File: src/rtl/nic_output_flow_controller_pkg.sv
// Package: nic_output_flow_controller_pkg
// Shared types and helpers for the NoC output flow controller.
//  - state_e   : FSM state encoding (IDLE=00, REQUEST=01, ACTIVE=10)
//  - DEF_*     : default parameter values (4 data flits, 4 credits, 4 pending)
//  - clog2     : width helper, never returns less than 1 so that a
//                degenerate parameter (e.g. CREDITS=0) still gives a legal vector
package nic_output_flow_controller_pkg;

  typedef enum logic [1:0] {
    IDLE    = 2'b00,
    REQUEST = 2'b01,
    ACTIVE  = 2'b10
  } state_e;

  localparam int DEF_DATA_FLITS    = 4;
  localparam int DEF_CREDITS       = 4;
  localparam int DEF_PENDING_DEPTH = 4;

  function automatic int clog2(input int value);
    int r;
    r = 0;
    while ((1 << r) < value) r++;
    return (r < 1) ? 1 : r;
  endfunction

endpackage

File: src/rtl/nic_output_flow_controller_credit_counter.sv
// Module: nic_credit_counter
// Saturating up/down counter used for both router credits and queued
// done strobes.
//  Parameters: MAX (saturation value), W (counter width), INIT (reset value)
//  Ports:
//   clk, rst_n   clock, asynchronous active-low reset
//   inc, dec     one-cycle increment / decrement requests
//   count  [W]   current value
//   zero         count == 0
//   overflow     inc at MAX with no simultaneous dec (increment dropped)
module nic_credit_counter #(
  parameter int MAX  = 4,
  parameter int W    = 3,
  parameter int INIT = 0
) (
  input  logic         clk,
  input  logic         rst_n,
  input  logic         inc,
  input  logic         dec,
  output logic [W-1:0] count,
  output logic         zero,
  output logic         overflow
);

  localparam logic [W-1:0] MAX_V = W'(MAX);

  // NOTE: sequential state is updated with non-blocking assignments so that
  // every register samples the pre-edge values of its neighbours.
  always_ff @(posedge clk or negedge rst_n) begin
    if (!rst_n) begin
      count <= W'(INIT);
    end else if (inc && !dec) begin
      if (count != MAX_V) count <= count + W'(1);
    end else if (dec && !inc && count != '0) begin
      count <= count - W'(1);
    end
    // inc and dec together leave the count unchanged
  end

  assign zero     = (count == '0);
  assign overflow = inc && !dec && (count == MAX_V);

endmodule

File: src/rtl/nic_output_flow_controller.sv
// Module: nic_output_flow_controller
// Output-side sequencer and credit-based flow controller for the NoC
// network interface. Queues packet-ready strobes, consumes one router
// credit per packet and walks the output-register selector through
// PKT_FLITS..1 for each packet, back-to-back when possible.
//  Parameters: DATA_FLITS, CREDITS, PENDING_DEPTH
//  Ports:
//   clk                   clock
//   reset                 asynchronous, active-low reset
//   credit_in_din         pulse: router returned one packet credit
//   done_strobe_din       pulse: node has one packet ready
//   zero_credits_dout     credit counter is empty
//   output_selector_dout  flit index being exposed, 0 when not sending
//   flit_valid_dout       selector is non-zero
//   busy_dout             FSM not idle or packets still queued
//   error_dout            sticky [0] credit overflow, [1] pending overflow
//  Optional feature: define NIC_OFC_STATS_EN to add pkt_sent_dout and
//  stall_cycles_dout statistics counters.
module nic_output_flow_controller
  import nic_output_flow_controller_pkg::*;
#(
  parameter int DATA_FLITS    = DEF_DATA_FLITS,
  parameter int CREDITS       = DEF_CREDITS,
  parameter int PENDING_DEPTH = DEF_PENDING_DEPTH,
  localparam int PKT_FLITS    = DATA_FLITS + 1,
  localparam int SEL_W        = clog2(PKT_FLITS + 1),
  localparam int CRT_W        = clog2(CREDITS + 1),
  localparam int PND_W        = clog2(PENDING_DEPTH + 1)
) (
  input  logic             clk,
  input  logic             reset,
  input  logic             credit_in_din,
  input  logic             done_strobe_din,
  output logic             zero_credits_dout,
  output logic [SEL_W-1:0] output_selector_dout,
  output logic             flit_valid_dout,
  output logic             busy_dout,
  output logic [1:0]       error_dout
`ifdef NIC_OFC_STATS_EN
  ,
  output logic [15:0]      pkt_sent_dout,
  output logic [15:0]      stall_cycles_dout
`endif
);

  state_e             state, state_next;
  logic [SEL_W-1:0]   flit_cnt;
  logic [CRT_W-1:0]   credits;
  logic [PND_W-1:0]   pending;
  logic               credit_zero, pending_zero;
  logic               credit_ovf, pending_ovf;
  logic               start;
  logic               have_credit, have_pending, last_flit;

  assign have_credit  = (credits != '0);
  assign have_pending = (pending != '0);
  assign last_flit    = (flit_cnt == SEL_W'(1));

  // Router credits: one consumed per packet start, returned by the router.
  nic_credit_counter #(
    .MAX (CREDITS),
    .W   (CRT_W),
    .INIT(CREDITS)
  ) u_credit_cnt (
    .clk     (clk),
    .rst_n   (reset),
    .inc     (credit_in_din),
    .dec     (start),
    .count   (credits),
    .zero    (credit_zero),
    .overflow(credit_ovf)
  );

  // Done strobes accepted but not yet started.
  nic_credit_counter #(
    .MAX (PENDING_DEPTH),
    .W   (PND_W),
    .INIT(0)
  ) u_pending_cnt (
    .clk     (clk),
    .rst_n   (reset),
    .inc     (done_strobe_din),
    .dec     (start),
    .count   (pending),
    .zero    (pending_zero),
    .overflow(pending_ovf)
  );

  // ---------------------------------------------------------------------
  // FSM: state register
  // ---------------------------------------------------------------------
  always_ff @(posedge clk or negedge reset) begin
    if (!reset) state <= IDLE;
    else        state <= state_next;
  end

  // ---------------------------------------------------------------------
  // FSM: next state and packet-start decision
  // A packet starts from REQUEST, or on the last flit of the previous
  // packet so consecutive packets leave no gap cycle.
  // ---------------------------------------------------------------------
  // NOTE: every signal written in a combinational block gets a default at
  // the top so no path through the case leaves it unassigned (no latch).
  always_comb begin
    state_next = state;
    start      = 1'b0;
    unique case (state)
      IDLE: begin
        if (have_pending) state_next = REQUEST;
      end
      REQUEST: begin
        if (have_credit) begin
          start      = 1'b1;
          state_next = ACTIVE;
        end
      end
      ACTIVE: begin
        if (last_flit) begin
          if (have_pending && have_credit) start      = 1'b1;
          else                             state_next = IDLE;
        end
      end
      default: state_next = IDLE;
    endcase
  end

  // ---------------------------------------------------------------------
  // FSM: outputs, decoded from registered state only
  // ---------------------------------------------------------------------
  always_comb begin
    output_selector_dout = flit_cnt;
    flit_valid_dout      = (state == ACTIVE);
    busy_dout            = (state != IDLE) || !pending_zero;
    zero_credits_dout    = credit_zero;
  end

  // Flit counter: non-zero only while ACTIVE, so it drives the selector
  // directly; reset clears it immediately, aborting any packet in flight.
  always_ff @(posedge clk or negedge reset) begin
    if (!reset) begin
      flit_cnt <= '0;
    end else if (start) begin
      flit_cnt <= SEL_W'(PKT_FLITS);
    end else if (state == ACTIVE && flit_cnt != '0) begin
      flit_cnt <= flit_cnt - SEL_W'(1);
    end
  end

  // Sticky error flags, cleared only by reset.
  always_ff @(posedge clk or negedge reset) begin
    if (!reset) error_dout <= 2'b00;
    else        error_dout <= error_dout | {pending_ovf, credit_ovf};
  end

`ifdef NIC_OFC_STATS_EN
  // Packets started (wrapping) and cycles stalled in REQUEST for lack of
  // a credit (saturating).
  always_ff @(posedge clk or negedge reset) begin
    if (!reset) begin
      pkt_sent_dout     <= '0;
      stall_cycles_dout <= '0;
    end else begin
      if (start) pkt_sent_dout <= pkt_sent_dout + 16'd1;
      if (state == REQUEST && credit_zero && stall_cycles_dout != 16'hFFFF)
        stall_cycles_dout <= stall_cycles_dout + 16'd1;
    end
  end
`endif

endmodule

File: config.mk
export PLATFORM = sky130hd
export DESIGN_NAME = nic_output_flow_controller
export DESIGN_NICKNAME = d
export VERILOG_FILES = /design/src/rtl/nic_output_flow_controller_pkg.sv /design/src/rtl/nic_output_flow_controller_credit_counter.sv /design/src/rtl/nic_output_flow_controller.sv
export SDC_FILE = /design/constraint.sdc
export NUM_CORES = 1
export LEC_CHECK = 0
export CORE_MARGIN = 2
export CORE_UTILIZATION = 35
export CTS_CLUSTER_SIZE = 25
export DETAILED_ROUTE_END_ITERATION = 6
export GPL_ROUTABILITY_DRIVEN = 0
export HOLD_SLACK_MARGIN = 0.06
export PLACE_DENSITY_LB_ADDON = 0.05
export SYNTH_ARGS = -nofsm -noshare
export SYNTH_HDL_FRONTEND = slang
export SYNTH_SLANG_ARGS = --single-unit
File: constraint.sdc
create_clock -name clk -period 2.5 [get_ports clk]
set_clock_uncertainty 0.2 [all_clocks]
set_input_delay 0.5 -clock clk [delete_from_list [all_inputs] [get_ports clk]]
set_output_delay 0.5 -clock clk [all_outputs]
set_load 0.005 [all_outputs]
## Word-level counts from Yosys, hierarchy flattened

Cells that the tools add are included.

| word-level totals | value |
|---|---|
| flip-flop bits (word level) | 13 |
| logic and storage cells | 69 |
| latch bits | 0 |
| RAM bits | 0 |
| memories | 0 |
| output and inout port bits | 8 |
| memory bits (read-only) | 0 |

| operators by class | value |
|---|---|
| magnitude comparators | 0 |
| $mul | 0 |
| $add $sub $neg | 5 |
| reductions and logical operators | 28 |
| bitwise operators | 1 |
| div/mod/pow operators | 0 |
| shift-type cells | 0 |
| muxes and demuxes | 17 |
| eq/ne operators | 13 |

Operator list:

| operator | count |
|---|---|
| two-way mux 3 bit | 8 |
| logical AND 1 bit | 10 |
| nonzero test 3 bit | 3 |
| subtractor 3 x 1 -> 3 bit (second input constant) | 3 |
| two-way mux 2 bit | 4 |
| nonzero test 2 bit | 4 |
| adder 3 x 1 -> 3 bit (second input constant) | 2 |
| equality test 3 bit (second input constant) | 2 |
| zero test 3 bit | 2 |
| != test 2 x 1 -> 1 bit (second input constant) | 3 |
| != test 2 bit (second input constant) | 3 |
| != test 3 bit (second input constant) | 2 |
| case mux 2 bit (3 select lines) | 1 |
| zero test 1 bit | 4 |
| AND reduction 2 bit | 2 |
| AND reduction 4 bit | 1 |
| equality test 3 x 1 -> 1 bit (second input constant) | 1 |
| two-way mux 1 bit | 3 |
| equality test 2 x 1 -> 1 bit (second input constant) | 1 |
| equality test 2 bit (second input constant) | 1 |
| zero test 2 bit | 1 |
| bitwise OR 2 bit | 1 |
| case mux 1 bit (2 select lines) | 1 |
| logical OR 1 bit | 1 |

## Depth between registers and ports, before layout

Gate-level depths: netlist of run 1.

| logic depth | value |
|---|---|
| depth after elaboration | 9 |
| depth in mapped cells | 11 |
| depth with buffers taken out | 10 |

## Hierarchy

Synthesis of run 1 repeated with hierarchy kept, for this count alone.

| unflattened totals | value |
|---|---|
| cell total of the unflattened synthesis | 105 |
| area, all modules | 1,008.5 um^2 |

Modules (own cells, without submodules):

| module | instances | cells an instance | area each (um^2) | sequential area each (um^2) |
|---|---|---|---|---|
| nic_output_flow_controller | 1 | 43 | 451.7 | 175.2 |
| nic_credit_counter (u_credit_cnt) | 1 | 31 | 279.0 | 76.3 |
| nic_credit_counter (u_pending_cnt) | 1 | 31 | 277.8 | 75.1 |

## Least setup slack after synthesis of run 1

OpenSTA, ideal clock, no wires.

| timing | value |
|---|---|
| path kind | register -> register |
| start point | register state[0] |
| end point | register u_credit_cnt.count[2] |
| required time | 2.219 ns |
| stages on the path, launching flop included | 11 |
| path slack | -0.015 ns |
| path buffers | 1 |
| arrival time | 2.233 ns |
| cell sequence | dfrtp_1 -> inv_1 -> ha_1 -> nand4b_1 -> o21ai_2 -> nand2b_1 -> clkbuf_2 -> nand2_1 -> fa_1 -> o41a_1 -> o211ai_1 |

| on the way | value |
|---|---|
| longest elaborated chain between the ends | 6 |
| elaborated cells between the ends (all ways) | 11 |
| those cells by class | 3 x eq/ne; 2 x mux; 6 x reduce/logical |

Ends and longest elaborated chain:

| item | line | source |
|---|---|---|
| start, declared | nic_output_flow_controller.sv:46 | `state_e state, state_next;` |
| start signal, assigned | nic_output_flow_controller.sv:94 | `else state <= state_next;` |
| equality test 2 bit or equality test 2 x 1 -> 1 bit (tied branches) | nic_output_flow_controller.sv:107 | `unique case (state)` |
| case mux 1 bit (2 select lines) * | nic_output_flow_controller.sv:107 |  |
| zero test 1 bit or logical AND 1 bit (tied branches) | nic_output_flow_controller_credit_counter.sv:32, nic_output_flow_controller_credit_counter.sv:34 |  |
| logical AND 1 bit, on equally long branches | nic_output_flow_controller_credit_counter.sv:32, nic_output_flow_controller_credit_counter.sv:34 |  |
| != test 2 x 1 -> 1 bit (no line) or nonzero test 2 bit (tied branches) | -- |  |
| AND reduction 2 bit (no line) | -- |  |
| end signal, assigned | nic_output_flow_controller_credit_counter.sv:31 | `count <= W'(INIT);` |
| end signal, assigned | nic_output_flow_controller_credit_counter.sv:33 | `if (count != MAX_V) count <= count + W'(1);` |
| end signal, assigned | nic_output_flow_controller_credit_counter.sv:35 | `count <= count - W'(1);` |
| end, declared | nic_output_flow_controller_credit_counter.sv:20 | `output logic [W-1:0] count,` |

Every way passes the cells marked *; elsewhere a longest branch is shown, timed or not.
A chain may end at the register's enable or synchronous reset.

## Worst setup path after layout of run 1

| timing | value |
|---|---|
| start point | register u_pending_cnt.count[1] |
| end point | output port busy_dout |

| on the way | value |
|---|---|
| longest elaborated chain between the ends | 3 |

Ends and longest elaborated chain:

| item | line | source |
|---|---|---|
| start, declared | nic_output_flow_controller_credit_counter.sv:20 |  |
| start signal, assigned | nic_output_flow_controller_credit_counter.sv:31 |  |
| start signal, assigned | nic_output_flow_controller_credit_counter.sv:33 |  |
| start signal, assigned | nic_output_flow_controller_credit_counter.sv:35 |  |
| zero test 3 bit | nic_output_flow_controller_credit_counter.sv:40 | `assign zero = (count == '0);` |
| zero test 1 bit | nic_output_flow_controller.sv:133 | `busy_dout = (state != IDLE) \|\| !pending_zero;` |
| logical OR 1 bit | nic_output_flow_controller.sv:133 |  |
| end, declared | nic_output_flow_controller.sv:37 | `output logic busy_dout,` |

Every way passes these cells.

==> results of run 1 <==
kinds of logic after synthesis:
family	Yosys count	synth area share (%)
AO/OA/AOI/OAI	24	19.9
XOR/XNOR	5	4.68
adder cells (fa/ha/maj)	9	13.6
buffers and inverters	9	4.14
flip-flops	13	34.9
multiplexers	2	2.27
AND/OR/NAND/NOR	32	20.5
worst paths after layout:
check	slack, ns	to	cells past startpoint
worst min register to register	0.28	error_dout[0]	1
worst max-delay path	0.08	busy_dout	4
min in group asynchronous	0.39	output_selector_dout[2]	1
max in group asynchronous	1.31	u_pending_cnt.count[2]	1
worst max register to register	0.11	u_pending_cnt.count[2]	10
worst min-delay path	0.28	error_dout[0]	1
power by group through the flow:
stage	Clock [mW]	Sequential, mW	Combinational (mW)
6_report	0.138	0.441	1.22
5_1_grt	0.157	0.460	1.37
4_1_cts	0.146	0.440	1.10
3_5_place_dp	0	0.443	1.08
3_3_place_gp	0	0.438	1.06
2_1_floorplan	0	0.448	0.681
synth_stat cells, types with 2 or more instances:
library cell	n
nand2_1	6
a41o_1	2
o22a_1	3
inv_1	5
a21oi_1	4
nor2_1	8
ha_1	7
dfrtp_1	12
o211ai_1	3
nor3_4	2
xor2_1	2
nand2b_1	3
clkbuf_1	2
o21ai_0	3
nand3_1	5
fa_1	2
xnor2_1	3
area by class of cell:
| cell class | instances | area [um2] | share of cell area (%) |
|---|---|---|---|
| well taps | 30 | 37.5 | 2.95 |
| clock buffers | 3 | 22.5 | 1.77 |
| inverters | 5 | 18.8 | 1.47 |
| flip-flops and latches | 13 | 327 | 25.7 |
| clock inverters | 1 | 5.00 | 0.393 |
| repair buffers | 29 | 245 | 19.3 |
| multi-input cells | 72 | 617 | 48.5 |
critical path, cell delays in order (launching register included):
cell             delay (ns)
dfrtp_1                0.47
nor3_4                 0.31
buf_4                  0.18
nand2_1                0.05
clkdlybuf4s50_1        0.43
metrics by stage:
stage	utilization (%)	area, um2	total power [mW]	setup slack (ns)	TNS, ns
4_1_cts	47.9	1200	1.68	0.00526	0
3_3_place_gp	46.5	1160	1.50	0.0776	0
6_report	50.9	1270	1.80	0.0808	0
3_5_place_dp	46.5	1160	1.52	0.000969	0
2_1_floorplan	-	938	1.13	-0.0127	-0.0127
5_1_grt	50.9	1270	1.98	-0.0296	-0.0631
timing repair:
action                                  CTS  global route
endpoints found under the setup margin    1             4
buffers inserted                          0             5
gates resized for setup                   2            11
pin swaps                                 2            11
per-layer routing:
layer / part of all wire (%) / vias to the layer above
li1: - / 395
met1: 47 / 366
met2: 49 / 9
met3: 3.2 / 2
met4: 0.73 / 0
met5: 0 / -
sequential cells by signal, summed over array words and instances (netlist names):
| signal | cells |
|---|---|
| u_pending_cnt.count | 3 |
| u_credit_cnt.count | 3 |
| state | 2 |
| output_selector_dout | 3 |
| error_dout | 2 |
==> impl_metrics.tcl, run 1 <==
set metrics [dict create \
    status "finished clean" \
    fmax_ghz 0.413 \
    antenna_cells 0 \
    detail-route-antenna-nets 0 \
    setup_viol 0 \
    netlist_instances 94 \
    grt_max_degree 14 \
    fillers 238 \
    worstMarginPinSlew_ns 0.609 \
    die_w_um 55.7 \
    cts_max_level 1 \
    rows 18 \
    end_kind "primary output" \
    yosysSeqAreaShare_pct 34.9 \
    combinationalPowerShare_pct 67.8 \
    finalCriticalPeriod_ns 2.42 \
    stdcell_count 153 \
    die_h_um 55.7 \
    core_um2 2500 \
    leakage_nw 0.538 \
    wl_um 2060 \
    use_met1_pct 19.2 \
    ys_ff_latch 13 \
    dieArea_um2 3100 \
    clock_power_share_pct 7.7 \
    ys_types 39 \
    synth_edf_count 0 \
    peakVddDrop_mv 0.685 \
    rsz0062_at_grt "true" \
    seqPwrFrac_pct 24.5 \
    holdCritStartpoint "error_dout[0]" \
    clk_pin_slew_ns 0.09 \
    max_slew_margin_pct 59.3 \
    crit_path_start "u_pending_cnt.count[1]" \
    p_int_mw 1.04 \
    yosysWarnings 0 \
    syn_avg_cell_area_um2 9.96 \
    synthesis.area_um2 936 \
    worstPathRequired_ns 1.80 \
    grt_overflow 0 \
    area_growth_syn_to_layout_pct 36.0 \
    powerDensity_nw_per_um2 1410 \
    portBuffers 11 \
    synth_nets 107 \
    viasPerCell 5.05 \
    grt-busiest-layer "met2" \
    grt_use_met2_pct 23.0 \
    r2r_start "state[1]" \
    initial_utilization_pct 37.4 \
    hold_buffers 0 \
    routedWlPerCell_um 13.5 \
    grt_pass1_vias 744 \
    gr-usage-all-layers_pct 14.5 \
    cts_tree "built" \
    layout_commonest_cell "buf_4" \
    crit_arrival_ns 1.72 \
    whs_ns 0.277 \
    synth_area_leaders "dfrtp_1 32%, ha_1 9.4%, fa_1 4.3%" \
    finalCritPeriodShare_pct 96.8 \
    antenna_found_initial 0 \
    crit_fanout 5 \
    p_switching_uw 753 \
    nNetsFinal 137 \
    placed_cells 144 \
    min_path_type "reg2reg" \
    switching_share_pct 41.9 \
    dr.pass1.iters 3 \
    hold_viol 0 \
    synth_top_cell_by_area "dfrtp_1" \
    grtUsageMet3_pct 4.88 \
    start_kind "flip-flop" \
    cts_buffers 3 \
    clk_path_buf_depth 2 \
    async_reset_ff_share_pct 100 \
    drv_cap 0 \
    slew_viol_final 0 \
    drc 0 \
    vias 772 \
    crit_type "reg2out" \
    io_pins 12 \
    synthFlopType "dfrtp_1" \
    drive_gt1_share_pct 33.3 \
    mostFrequentLayoutCells "18 x buf_4, 12 x dfrtp_1, 11 x clkdlybuf4s50_1, 8 x nor2_1" \
    dp_hpwl_um 1520 \
    drt_iter0_drc 11 \
    synth_top_area_share_pct 32.1 \
    grt_first_pass_wirelength_um 3490 \
    root_buffer "clkbuf_4" \
    cts_sinks 13 \
    clk_latency_ns 0.29 \
]
No activity file was read; power rests on OpenSTA's default activity.
==> run 2, diff against run 1 <==
--- a/config.mk
+++ b/config.mk
@@ -12,6 +12,7 @@
 export GPL_ROUTABILITY_DRIVEN = 0
 export HOLD_SLACK_MARGIN = 0.06
 export PLACE_DENSITY_LB_ADDON = 0.05
+export SLEW_MARGIN = 25
 export SYNTH_ARGS = -nofsm -noshare
 export SYNTH_HDL_FRONTEND = slang
 export SYNTH_SLANG_ARGS = --single-unit
==> results of run 2 <==
Same layout as run 1: the final DEF is identical, and so are final timing and power.
==> run 3, diff against run 2 <==
--- a/config.mk
+++ b/config.mk
@@ -5,6 +5,7 @@
 export SDC_FILE = /design/constraint.sdc
 export NUM_CORES = 1
 export LEC_CHECK = 0
+export CORE_ASPECT_RATIO = 1.1
 export CORE_MARGIN = 2
 export CORE_UTILIZATION = 35
 export CTS_CLUSTER_SIZE = 25
==> impl_metrics.tcl, run 3 (synthesized netlist as in run 1, its figures left out) <==
set metrics [dict create \
    drc 0 \
    dp_hpwl_um 1400 \
    cts_tree "built" \
    worstPathRequired_ns 2.47 \
    grt_use_met2_pct 23.6 \
    powerDensity_nw_per_um2 1380 \
    cts_buffers 3 \
    worstMarginPinSlew_ns 0.634 \
    area_growth_syn_to_layout_pct 32.1 \
    cts_max_level 1 \
    hold_viol 0 \
    vias 783 \
    grt_first_pass_wirelength_um 3330 \
    viasPerCell 5.19 \
    stdcell_count 151 \
    status "finished clean" \
    crit_type "reg2reg" \
    max_slew_margin_pct 57.6 \
    clk_path_buf_depth 2 \
    grt_max_degree 14 \
    leakage_nw 0.517 \
    root_buffer "clkbuf_4" \
    nNetsFinal 134 \
    initial_utilization_pct 37.1 \
    wl_um 1910 \
    grt_pass1_vias 779 \
    cts_sinks 13 \
    dr.pass1.iters 4 \
    min_path_type "reg2reg" \
    start_kind "flip-flop" \
    mostFrequentLayoutCells "15 x buf_4, 11 x dfrtp_1, 11 x clkdlybuf4s50_1, 8 x nor2_1, 6 x nand2_1" \
    rsz0062_at_grt "true" \
    fin_setup_tns_ns 0 \
    hold_buffers 0 \
    finalCritPeriodShare_pct 95.3 \
    fmax_ghz 0.420 \
    end_kind "flip-flop" \
    io_pins 12 \
    grt_overflow 0 \
    drive_gt1_share_pct 29.2 \
    drt_iter0_drc 14 \
    drv_cap 0 \
    placed_cells 144 \
    antenna_found_initial 0 \
    die_w_um 53.3 \
    clk_pin_slew_ns 0.08 \
    power_mw 1.71 \
    crit_arrival_ns 2.36 \
    detail-route-antenna-nets 0 \
    clk_latency_ns 0.29 \
    layout_commonest_cell "buf_4" \
    grtUsageMet3_pct 3.09 \
    rows 19 \
    gr-usage-all-layers_pct 15.0 \
    slew_viol_final 0 \
    grt-busiest-layer "met2" \
    portBuffers 11 \
    antenna_cells 0 \
    dieArea_um2 3100 \
    die_h_um 58.2 \
    use_met1_pct 18.1 \
    finalCriticalPeriod_ns 2.38 \
    crit_fanout 4 \
    setup_viol 0 \
    core_um2 2520 \
    routedWlPerCell_um 12.6 \
    peakVddDrop_mv 0.606 \
]
## run 3: worst paths after layout
check                                              end     startpoint  cells after the start  slack [ns]
worst max register to register  u_pending_cnt.count[2]       state[1]                     10        0.12
worst max-delay path            u_pending_cnt.count[2]       state[1]                     10        0.12
worst min register to register           error_dout[1]  error_dout[1]                      1        0.27
max in group asynchronous       u_pending_cnt.count[0]          reset                      1        1.26
min in group asynchronous        u_credit_cnt.count[0]          reset                      1        0.40
worst min-delay path                     error_dout[1]  error_dout[1]                      1        0.27
## run 3: metrics by stage
step                hold slack [ns]  setup WS, ns  util, %  area, um2
finish                        0.275         0.117     49.1       1240
global route                  0.313       -0.0174     49.1       1240
CTS                           0.283       0.00223     47.1       1190
detailed placement            0.258        0.0226     45.9       1160
global placement              0.253         0.114     45.9       1160
floorplan                   0.00441       -0.0127        -        938
## run 3: final cells by class
class	instances	area, um2
repair buffers	26	223
clock buffers	4	26.3
flip-flops and latches	13	328
inverters	5	18.8
fillers	260	1280
multi-input cells	72	602
well taps	31	38.8
## run 3: report_power, final
group          switching (mW)  total [mW]  internal [mW]  leakage (nW)
clock network          0.0775       0.140         0.0621        0.0150
logic                   0.487        1.10          0.612         0.354
registers               0.141       0.469          0.328         0.148
## run 3: timing repair
action                                  CTS  global route
resized for setup                         1             9
cloned                                    0             0
buffers inserted                          0             3
endpoints found under the setup margin    1             4
pin swaps                                 0             6
## run 3: routing by layer
metal / share of wire (%) / vias to the layer above
met5: 0 / -
li1: - / 397
met1: 47 / 367
met3: 2.9 / 4
met2: 47 / 15
met4: 2.5 / 0
## run 3: critical path: stages (launching register included)
cell      delay, ns
dfrtp_1        0.36
inv_2          0.07
ha_4           0.26
nand4b_1       0.16
o21a_4         0.27
o21ai_4        0.17
fa_2           0.25
nor4_1         0.06
a21oi_1        0.12
mux2i_1        0.08
a311o_1        0.27
